==> config.mk <==
export PLATFORM = sky130hd
export DESIGN_NAME = watch_display
export DESIGN_NICKNAME = d
export VERILOG_FILES = /design/src/rtl/watch_display.sv
export SDC_FILE = /design/constraint.sdc
export NUM_CORES = 1
export LEC_CHECK = 0
export CELL_PAD_IN_SITES_DETAIL_PLACEMENT = 1
export CELL_PAD_IN_SITES_GLOBAL_PLACEMENT = 1
export CORE_MARGIN = 5
export CORE_UTILIZATION = 35
export CTS_CLUSTER_SIZE = 25
export DETAILED_ROUTE_END_ITERATION = 16
export GPL_TIMING_DRIVEN = 1
export PLACE_DENSITY = 0.72
export SETUP_SLACK_MARGIN = 0.3
export SLEW_MARGIN = 20
export SYNTH_ARGS = -nofsm -noshare
export SYNTH_HDL_FRONTEND = slang
export SYNTH_SLANG_ARGS = --single-unit
==> constraint.sdc <==
create_clock -name clk -period 2.86 [get_ports clk]
set_input_delay 0.429 -clock clk [delete_from_list [all_inputs] [get_ports clk]]
set_output_delay 0.429 -clock clk [all_outputs]
set_load 0.03 [all_outputs]
==> src/rtl/watch_display.sv <==
// watch_display: HH.MM multiplexed 7-segment driver with frame-coherent time snapshot.
// Ports: clk, rstn (async, active-low), hour[3:0], minute[5:0], disp_en -> an[3:0], seg[6:0], dp.
// an/seg/dp are all active-low. an[0]=min ones, an[1]=min tens, an[2]=hour ones, an[3]=hour tens.
// Optional: define COLON_BLINK_EN to blink dp on the hour-ones digit every BLINK_FRAMES frames.
module watch_display #(
    parameter int SCAN_DIV     = 4,
    parameter int BLINK_FRAMES = 8
) (
    input  logic       clk,
    input  logic       rstn,
    input  logic [3:0] hour,
    input  logic [5:0] minute,
    input  logic       disp_en,
    output logic [3:0] an,
    output logic [6:0] seg,
    output logic       dp
);

    localparam int PW = (SCAN_DIV > 2) ? $clog2(SCAN_DIV) : 1;
    localparam logic [PW-1:0] PLAST = PW'(SCAN_DIV - 1);
    localparam logic [6:0] BLANK = 7'b1111111;
    localparam logic [6:0] DASH  = 7'b0111111;

    generate
        if (SCAN_DIV < 2 || BLINK_FRAMES < 1) begin : g_bad_param
            $error("watch_display: illegal SCAN_DIV or BLINK_FRAMES");
        end
    endgenerate

    function automatic logic [6:0] seg7(input logic [3:0] d);
        logic [6:0] s;
        s = BLANK;
        case (d)
            4'd0: s = 7'b1000000;
            4'd1: s = 7'b1111001;
            4'd2: s = 7'b0100100;
            4'd3: s = 7'b0110000;
            4'd4: s = 7'b0011001;
            4'd5: s = 7'b0010010;
            4'd6: s = 7'b0000010;
            4'd7: s = 7'b1111000;
            4'd8: s = 7'b0000000;
            4'd9: s = 7'b0010000;
            default: s = BLANK;
        endcase
        return s;
    endfunction

    logic [PW-1:0] pres;
    logic [1:0]    idx;
    logic [3:0]    sh;
    logic [5:0]    sm;
    logic          wrap;
    logic          fwrap;

    assign wrap  = (pres == PLAST);
    // last edge of a frame: snapshot here so a whole frame shows one time
    assign fwrap = wrap && (idx == 2'd3);

    always_ff @(posedge clk or negedge rstn) begin
        if (!rstn) begin
            pres <= '0;
            idx  <= '0;
            sh   <= '0;
            sm   <= '0;
        end else begin
            pres <= wrap ? '0 : pres + PW'(1);
            if (wrap) idx <= idx + 2'd1;
            if (fwrap) begin
                sh <= hour;
                sm <= minute;
            end
        end
    end

    logic       h_hi;
    logic       m_bad;
    logic [3:0] h_lo;
    logic [3:0] m_hi;
    logic [3:0] m_lo;

    always_comb begin
        h_hi  = (sh > 4'd9);
        h_lo  = h_hi ? (sh - 4'd10) : sh;
        m_bad = (sm > 6'd59);
        m_hi  = 4'(sm / 6'd10);
        m_lo  = 4'(sm % 6'd10);
    end

    logic [3:0] an_d;
    logic [6:0] seg_d;

    always_comb begin
        an_d  = 4'b1111;
        seg_d = BLANK;
        if (disp_en) begin
            an_d = ~(4'b0001 << idx);
            unique case (idx)
                2'd0:    seg_d = m_bad ? DASH : seg7(m_lo);
                2'd1:    seg_d = m_bad ? DASH : seg7(m_hi);
                2'd2:    seg_d = seg7(h_lo);
                default: seg_d = h_hi ? seg7(4'd1) : BLANK;
            endcase
        end
    end

    always_ff @(posedge clk or negedge rstn) begin
        if (!rstn) begin
            an  <= 4'b1111;
            seg <= BLANK;
        end else begin
            an  <= an_d;
            seg <= seg_d;
        end
    end

`ifdef COLON_BLINK_EN
    localparam int FW = (BLINK_FRAMES > 1) ? $clog2(BLINK_FRAMES) : 1;
    localparam logic [FW-1:0] FLAST = FW'(BLINK_FRAMES - 1);

    logic [FW-1:0] fcnt;
    logic          flag;

    always_ff @(posedge clk or negedge rstn) begin
        if (!rstn) begin
            fcnt <= '0;
            flag <= 1'b0;
            dp   <= 1'b1;
        end else begin
            if (fwrap) begin
                if (fcnt == FLAST) begin
                    fcnt <= '0;
                    flag <= ~flag;
                end else begin
                    fcnt <= fcnt + FW'(1);
                end
            end
            // lit only alongside the hour-ones digit
            dp <= ~(disp_en && flag && (idx == 2'd2));
        end
    end
`else
    assign dp = 1'b1;
`endif

endmodule

# Yosys cells after proc, flatten, opt, wreduce, memory -nomap -nowiden
# Memory sizes are Yosys's and may differ from the RTL's.
# Index checks and enable logic that the tools add are counted.
# classes
add_sub_neg	3
div_mod_pow	2
n_lt_le_gt_ge	2
n_eq_ne	4
shift	1
n_mux	8
bitwise	1
n_reduce_logical	2
# ops
cell	n
two-way mux 7 bit	3
one-hot mux 7 bit (3 select lines)	1
two-way mux 4 bit	2
divider 6 x 4 -> 6 bit, second input constant	1
== test 2 bit, second input constant	3
greater-than comparator 6 bit, second input constant	1
modulo 6 x 4 -> 6 bit, second input constant	1
adder 2 x 1 -> 2 bit, second input constant	2
greater-than comparator 4 bit, second input constant	1
inverter 4 bit	1
left shift 1 x 2 -> 4 bit, first input constant	1
subtractor 4 bit, second input constant	1
two-way mux 3 bit	1
== test 2 x 1 -> 1 bit, second input constant	1
zero test 2 bit	1
two-way mux 2 bit	1
logical AND 1 bit	1
# totals
reg_bits	25
romBits	336
inputBits	13
out_inout_bits	12
word_cells	32
mem_count	3
# mem_list
name	words	word_bits	rd	rd_ports_with_merged_regs	write_ports	line	rtl
(no name shown)	16	7	1	0	0	33	case (d)
(no name shown)	16	7	1	0	0	33	
(no name shown)	16	7	1	0	0	33	

# Longest topological paths before layout
# Gate-level depths: netlist of the first run.
# An unclocked memory read counts as a cell.
# depth
word_depth	5
ltp_mapped	12
mapped_depth_nobuf	11

# Worst setup path after synthesis of the first run
# OpenSTA, ideal clock, no wires.
# synth_path
kind	reg2reg
start	reg sm[5]
end	reg seg[6]
setup_ns	0.097
arrival_time_ns	2.402
required_time_ns	2.763
path_slack_ns	0.361
path_stages_with_launch	11
n_path_buf	2
synth_period_minus_slack_ns	2.499
cell_sequence	dfrtp_1 -> buf_2 -> buf_1 -> o32ai_1 -> a21oi_1 -> xor2_1 -> ha_1 -> a2111oi_0 -> a311oi_1 -> a311oi_1 -> o221ai_1
# synth_between
elab_chain_len	5
elab_cells_between_ends	9
cone_classes	div (2); order compare (1); mux (4); memory (2)
# synth_lines
element	line	rtl
start: declaration	52	logic [5:0] sm;
start signal: assignment	71	sm <= minute;
divider 6 x 4 -> 6 bit / modulo 6 x 4 -> 6 bit (equally long branches)	86, 87	
memory read (16 x 7 bit)	--	
two-way mux 7 bit, on equally long branches	100, 99	
one-hot mux 7 bit (3 select lines) *	98	unique case (idx)
two-way mux 7 bit *	96	if (disp_en) begin
net seg_d[6]	91	logic [6:0] seg_d;
end signal: assignment	113	seg <= seg_d;
end: declaration	15	output logic [6:0] seg,
# The timed path passes the listed nets; every way through them passes the cells marked *.
# A chain may end at the register's enable or synchronous reset.

# Worst setup path in the final report of the first run
# Same ends and word-level chain as after synthesis.

==> out/metrics.cfg, run 1 <==
[sta]
setup_viol=0
slew_headroom=0.446
rsz0062_at_grt=yes
fin_skew_ns=0.00318
hold_viol=0
fin_tns_setup_ns=0
fin_crit_sh=0.854
period_minus_slack_ns=2.44
fin_ws_ns=0.418
whs_ns=0.434
tightest_slew_ns=0.821
fmax_mhz=409
maxSlewViolCount=0

[synth]
yosysSeqAreaShare=0.305
ys_ff_latch=25
yosysWarningCount=0
synthFlopType=dfrtp_1
synth_area_leaders=dfrtp_1, ha_1, dfstp_2, mux2_2, o21ai_0
netlist_area_um2=2100
async_flop_share=1.00
syn_area_per_cell_um2=8.96
netlist.top_cell.by_area=dfrtp_1
synthCells=234
synth_nets=271
synth_top_area_share=0.167
synth_edf_count=0
ys_types=57

[setup_path]
cp.arrival_ns=2.63
crit_start=sm[5]
criticalPathCategory=reg -> reg
r2r_slack_ns=0.42
cp_data_required_time_ns=3.05
r2r_cells=11
cp-start-kind=flop
endpoint_kind=flop
timing.rr.start=sm[5]
worstSetupEndpoint=seg[6]
r2r-end=seg[6]
worstPathMaxFanout=11

[drt]
drc=0
vias_per_cell=5.51
ant_nets=0
wire_per_inst_um=17.0
firstDrtPassIters=4
wirelength_mm=5.83
via_count=1885
drt_first_iter_violations=49

[place]
place_ws_ns=0.202
dp_hpwl_mm=4.47
io_buffers=23
place_congestion=0.833

[floorplanning]
rows=28
start_util=0.356
pin_count=25
core_area_um2=5890
fp.dieW_um=87.4
fp.dieH_um=87.4
die_area_um2=7640

[power_and_ir_drop]
p_leak_nw=1.14
power_density_nw_per_um2=357
ir_drop_mv=0.195

[global_routing]
antenna_found_initial=0
top_usage_layer=met2
gr-usage-all-layers=0.159
grt_pass1_vias=1956
grtUsageMet3=0.0237
grt_pass1_wl_mm=9.71
met1_usage=0.205
grt_max_degree=26
overflow=0
met2_usage=0.284

[outcome]
outcome=finished clean

[cts]
cts_tree=built
numCtsBuffers=3
cts.sinks=25
holdBufCountCts=0
cts_root_buf=clkbuf_8
cts.clk_slew.worst_paths_ns=0.09
clock_path_buffers=2
clk-insertion-delay-late_ns=0.28
h-tree-depth=1

[final_layout]
drive_above_1_share=0.240
area_growth_pct=25.3
antennaDiodeCount=0
nets=305

[min_path]
hold_class=reg -> reg

[run]
cap_violations=0

==> routing by layer <==
| layer | vias to the layer above | wire length, um |
|---|---|---|
| li1 | 915 | - |
| met1 | 931 | 2560 |
| met2 | 30 | 2990 |
| met3 | 9 | 209 |
| met4 | 0 | 74 |
| met5 | - | 0 |
==> where the power goes <==
part           switching, mW  internal [mW]  total [mW]
clock                  0.125         0.0992       0.224
combinational          0.177          0.142       0.319
sequential            0.0143          0.380       0.394
==> worst max-delay path: stages, from the launching register on <==
cell,delay [ns]
dfrtp_1,0.40
buf_4,0.19
nand2b_1,0.18
nand2_1,0.14
o32ai_2,0.10
a21oi_2,0.17
xor2_2,0.10
ha_2,0.24
a2111oi_4,0.30
a311oi_2,0.09
a311oi_2,0.25
o221ai_1,0.17
==> per-stage QoR <==
step	std cells	utilization	power [mW]	area (um2)
after floorplan	234	-	0.586	2100
after global placement	333	0.418	0.689	2460
after detailed placement	333	0.418	0.695	2460
after CTS	337	0.429	0.930	2520
after global routing	342	0.446	0.998	2630
final	342	0.446	0.938	2630
==> Yosys cell counts, drive strengths merged (2+ instances only) <==
library cell	count
a211oi	2
a21o	3
a21oi	12
a221o	2
a221oi	3
a2bb2oi	2
a311o	2
a311oi	3
a31oi	5
and2	3
and3	2
buf	7
clkbuf	6
dfrtp	14
dfstp	11
ha	24
inv	18
mux2	10
mux2i	4
nand2	19
nand2b	5
nand3	3
nand4	2
nor2	11
nor2b	4
nor3	2
o211ai	5
o21a	2
o21ai	20
o221ai	2
o22ai	2
o311ai	2
or2	2
xor2	2
==> cell type report <==
| type | instances | area, um2 |
|---|---|---|
| repair buffers | 42 | 373 |
| fillers | 710 | 3260 |
| clock inverters | 1 | 7.51 |
| flip-flops and latches | 25 | 641 |
| clock buffers | 3 | 41.3 |
| inverters | 18 | 67.6 |
| multi-input cells | 178 | 1400 |
| well taps | 75 | 93.8 |
==> layout by cell type, fill, tap and decap left out, types with 2 or more instances in the layout <==
cell type	n
a311o_1	2
a311oi_2	2
nand2b_1	4
inv_1	17
a21o_1	3
o21ai_1	3
o21ai_0	17
nand4_1	2
o22ai_1	2
mux2i_1	4
a2bb2oi_1	2
a211oi_1	2
ha_2	2
buf_4	19
a221o_1	2
and3_1	2
nor2b_1	4
a21oi_1	11
clkbuf_8	3
o221ai_1	2
o211ai_1	5
a31oi_1	5
dfstp_2	11
nor3_1	2
a221oi_2	2
mux2_2	10
dfrtp_1	13
ha_1	22
o21a_1	2
nor2_1	11
clkdlybuf4s50_1	23
nand2_1	19
nand3_1	3
and2_1	2
==> logic make-up (layout without fill, tap and decap cells) <==
kind of cell               count (synthesis)  count (layout)  share of synthesized area
AOI/OAI and AO/OA                         75              75                      0.247
xor gates and xnor gates                   3               3                     0.0125
adders and majority gates                 25              25                      0.148
buffers and inverters                     31              64                     0.0626
DFF                                       25              25                      0.305
muxes                                     14              14                     0.0728
other                                      1               1                    0.00179
and+or+nand+nor                           60              60                      0.150
==> how the worst min path moves through the flow <==
| stage | start | endpoint | slack [ns] | cells after the start |
|---|---|---|---|---|
| 6_report | pres[0] | pres[0] | 0.43 | 1 |
| 3_3_place_gp | pres[0] | pres[0] | 0.41 | 1 |
| 4_1_cts | pres[0] | pres[0] | 0.44 | 1 |
| 3_5_place_dp | pres[0] | pres[0] | 0.43 | 1 |
| 2_1_floorplan | rstn | idx[0] | 0.13 | 0 |
| 5_1_grt | pres[0] | pres[0] | 0.48 | 1 |
==> sequential cells by signal (all words and copies together) (netlist names) <==
| signal | flops |
|---|---|
| an | 4 |
| idx | 2 |
| pres | 2 |
| seg | 7 |
| sh | 4 |
| sm | 6 |
==> what timing repair did <==
item | CTS | global route
gates resized for setup | 3 | 16
endpoints found under the setup margin | 2 | 4
buffers inserted | 0 | 5
pin swaps | 1 | 6
No activity file was read; power rests on OpenSTA's default activity.
==> run 2: changes to the inputs <==
--- a/config.mk
+++ b/config.mk
@@ -14,6 +14,7 @@
 export GPL_TIMING_DRIVEN = 1
 export PLACE_DENSITY = 0.72
 export SETUP_SLACK_MARGIN = 0.3
+export SKIP_CTS_REPAIR_TIMING = 1
 export SLEW_MARGIN = 20
 export SYNTH_ARGS = -nofsm -noshare
 export SYNTH_HDL_FRONTEND = slang
==> run 2 against run 1 <==
  * Clock skew is 0.0026 ns higher
  * Critical path type unchanged
  * Sequential share of layout area is 0.41 points higher
  * Global-route usage is 0.16 points lower
  * Maximum frequency is 2.4% lower
  * Final area is 1.7% lower
  * Setup slack worse by 0.061 ns
  * Highest routed layer unchanged
  * Via count is 0.69% lower
  * Routed wire length is 0.10% higher
  * Clock power hardly changed
  * Critical path depth stayed put
==> out/metrics.cfg, run 2 (synthesis gave the netlist of run 1 again) <==
[sta]
fmax_mhz=399  ; was 409 MHz
period_minus_slack_ns=2.50  ; was 2.44 ns
rsz0062_at_grt=yes  ; unchanged
slew_headroom=0.479  ; was 0.446
fin_crit_sh=0.875  ; was 0.854
hold_viol=0  ; unchanged
maxSlewViolCount=0  ; unchanged
setup_viol=0  ; unchanged
fin_skew_ns=0.00578  ; was 0.00318 ns
tightest_slew_ns=0.771  ; was 0.821 ns
whs_ns=0.434  ; about the same
fin_tns_setup_ns=0  ; unchanged

[final_layout]
drive_above_1_share=0.215  ; was 0.240
post-route-util=0.439  ; was 0.446
antennaDiodeCount=0  ; unchanged
design_area_um2=2580  ; was 2630 um2
regMostFlops=seg  ; unchanged
final_cell_mix=ha_1, clkdlybuf4s50_1, nand2_1  ; was clkdlybuf4s50_1, ha_1, nand2_1, buf_4
top_regs=seg (7), sm (6)  ; unchanged
nets=303  ; was 305
largest_reg_flops=7  ; unchanged
area_growth_pct=23.2  ; was 25.3%

[drt]
drc=0  ; unchanged
ant_nets=0  ; unchanged
via_count=1872  ; was 1885
drt_first_iter_violations=65  ; was 49
vias_per_cell=5.51  ; about the same
wirelength_mm=5.83  ; about the same
firstDrtPassIters=4  ; unchanged
wire_per_inst_um=17.2  ; was 17.0 um

[min_path]
hold_class=reg -> reg  ; unchanged

[floorplanning]
start_util=0.356  ; unchanged
core_area_um2=5890  ; unchanged
die_area_um2=7640  ; unchanged
fp.dieH_um=87.4  ; unchanged
fp.dieW_um=87.4  ; unchanged
pin_count=25  ; unchanged
rows=28  ; unchanged

[setup_path]
crit_cells=11  ; unchanged
critPathSlowestCell=dfrtp_1  ; unchanged
cp.buffers_inverters=1  ; unchanged
timing.rr.start=sm[5]  ; unchanged
criticalPathCategory=reg -> reg  ; unchanged
worstSetupEndpoint=seg[6]  ; unchanged
r2r-end=seg[6]  ; unchanged
endpoint_kind=flop  ; unchanged
cp_data_required_time_ns=3.05  ; about the same
cpMostUsedCell=a311oi_1  ; was a311oi_2
crit_start=sm[5]  ; unchanged
worstPathCellList=buf_4, nand2b_1, nand2_1, o32ai_2, a21oi_2, xor2_1, ha_2, a2111oi_4, a311oi_1, a311oi_1, o221ai_1  ; was buf_4, nand2b_1, nand2_1, o32ai_2, a21oi_2, xor2_2, ha_2, a2111oi_4, a311oi_2, a311oi_2, o221ai_1
worstPathMaxFanout=11  ; unchanged
cp.arrival_ns=2.70  ; was 2.63 ns
r2r_slack_ns=0.36  ; was 0.42 ns
cp_slowest_stage_delay_ns=0.39  ; was 0.40 ns
crit_family=compound AO/OA/AOI/OAI gates  ; unchanged
cp-start-kind=flop  ; unchanged
r2r_cells=11  ; unchanged

[cts]
numCtsBuffers=3  ; unchanged
clock_path_buffers=2  ; unchanged
h-tree-depth=1  ; unchanged
cts_root_buf=clkbuf_8  ; unchanged
cts.clk_slew.worst_paths_ns=0.10  ; was 0.09 ns
cts.sinks=25  ; unchanged
cts_tree=built  ; unchanged
clk-insertion-delay-late_ns=0.28  ; about the same

[global_routing]
grt_max_degree=26  ; unchanged
grt_pass1_vias=1945  ; was 1956
gr-usage-all-layers=0.158  ; was 0.159
antenna_found_initial=0  ; unchanged
overflow=0  ; unchanged
grt_pass1_wl_mm=9.61  ; was 9.71 mm

[run]
cap_violations=0  ; unchanged

[power_and_ir_drop]
p_leak_nw=1.13  ; was 1.14 nW
power_density_nw_per_um2=361  ; was 357 nW/um2
ir_drop_mv=0.187  ; was 0.195 mV

[outcome]
outcome=finished clean  ; unchanged

[place]
dp_hpwl_mm=4.47  ; unchanged
io_buffers=23  ; unchanged
place_congestion=0.833  ; unchanged
placedInstanceArea_um2=2460  ; unchanged

run 2: final cells by class:
| class | count | area (um2) |
|---|---|---|
| flip-flops and latches | 25 | 641 |
| clock buffers | 3 | 41.3 |
| multi-input cells | 178 | 1380 |
| repair buffers | 40 | 358 |
| inverters | 18 | 67.6 |
| clock inverters | 1 | 7.51 |
| well taps | 75 | 93.8 |
| fillers | 713 | 3300 |
run 2: metrics by stage:
step	power [mW]	instances	setup slack (ns)
after floorplan	0.586	234	0.361
after global placement	0.689	333	0.231
after detailed placement	0.695	333	0.202
after CTS	0.928	337	0.181
after global routing	0.989	340	0.167
final	0.931	340	0.357
run 2: routing by layer:
metal | routed length (um) | global-route usage
met4 | 74 | 0.0279
met5 | 0 | 0
met3 | 224 | 0.0237
met1 | 2570 | 0.203
met2 | 2960 | 0.280
run 2: worst min-delay path by stage:
stage,startpoint,end,slack (ns),depth (start not counted)
after global routing,pres[0],pres[0],0.48,1
after floorplan,rstn,idx[0],0.13,0
final,pres[0],pres[0],0.43,1
after global placement,pres[0],pres[0],0.41,1
after CTS,pres[0],pres[0],0.44,1
after detailed placement,pres[0],pres[0],0.43,1
run 2: worst register-to-register path: cells and delay by family (launching register included):
family	cells	cell delay, ns
XOR/XNOR	1	0.11
adder cells (fa/ha/maj)	1	0.25
buffers and inverters	1	0.19
AND/OR/NAND/NOR	2	0.31
flip-flops	1	0.39
AO/OA/AOI/OAI	6	1.18
run 2: power by group:
group / switching [mW] / internal, mW
Sequential: 0.0140 / 0.380
Clock: 0.127 / 0.0992
Combinational: 0.174 / 0.137
Total: 0.315 / 0.616
==> run 3: changes to the inputs <==
--- a/config.mk
+++ b/config.mk
@@ -9,7 +9,6 @@
 export CELL_PAD_IN_SITES_GLOBAL_PLACEMENT = 1
 export CORE_MARGIN = 5
 export CORE_UTILIZATION = 35
-export CTS_CLUSTER_SIZE = 25
 export DETAILED_ROUTE_END_ITERATION = 16
 export GPL_TIMING_DRIVEN = 1
 export PLACE_DENSITY = 0.72
==> results of run 3 <==
Same layout as run 2: the final DEF is identical, and so are final timing and power.
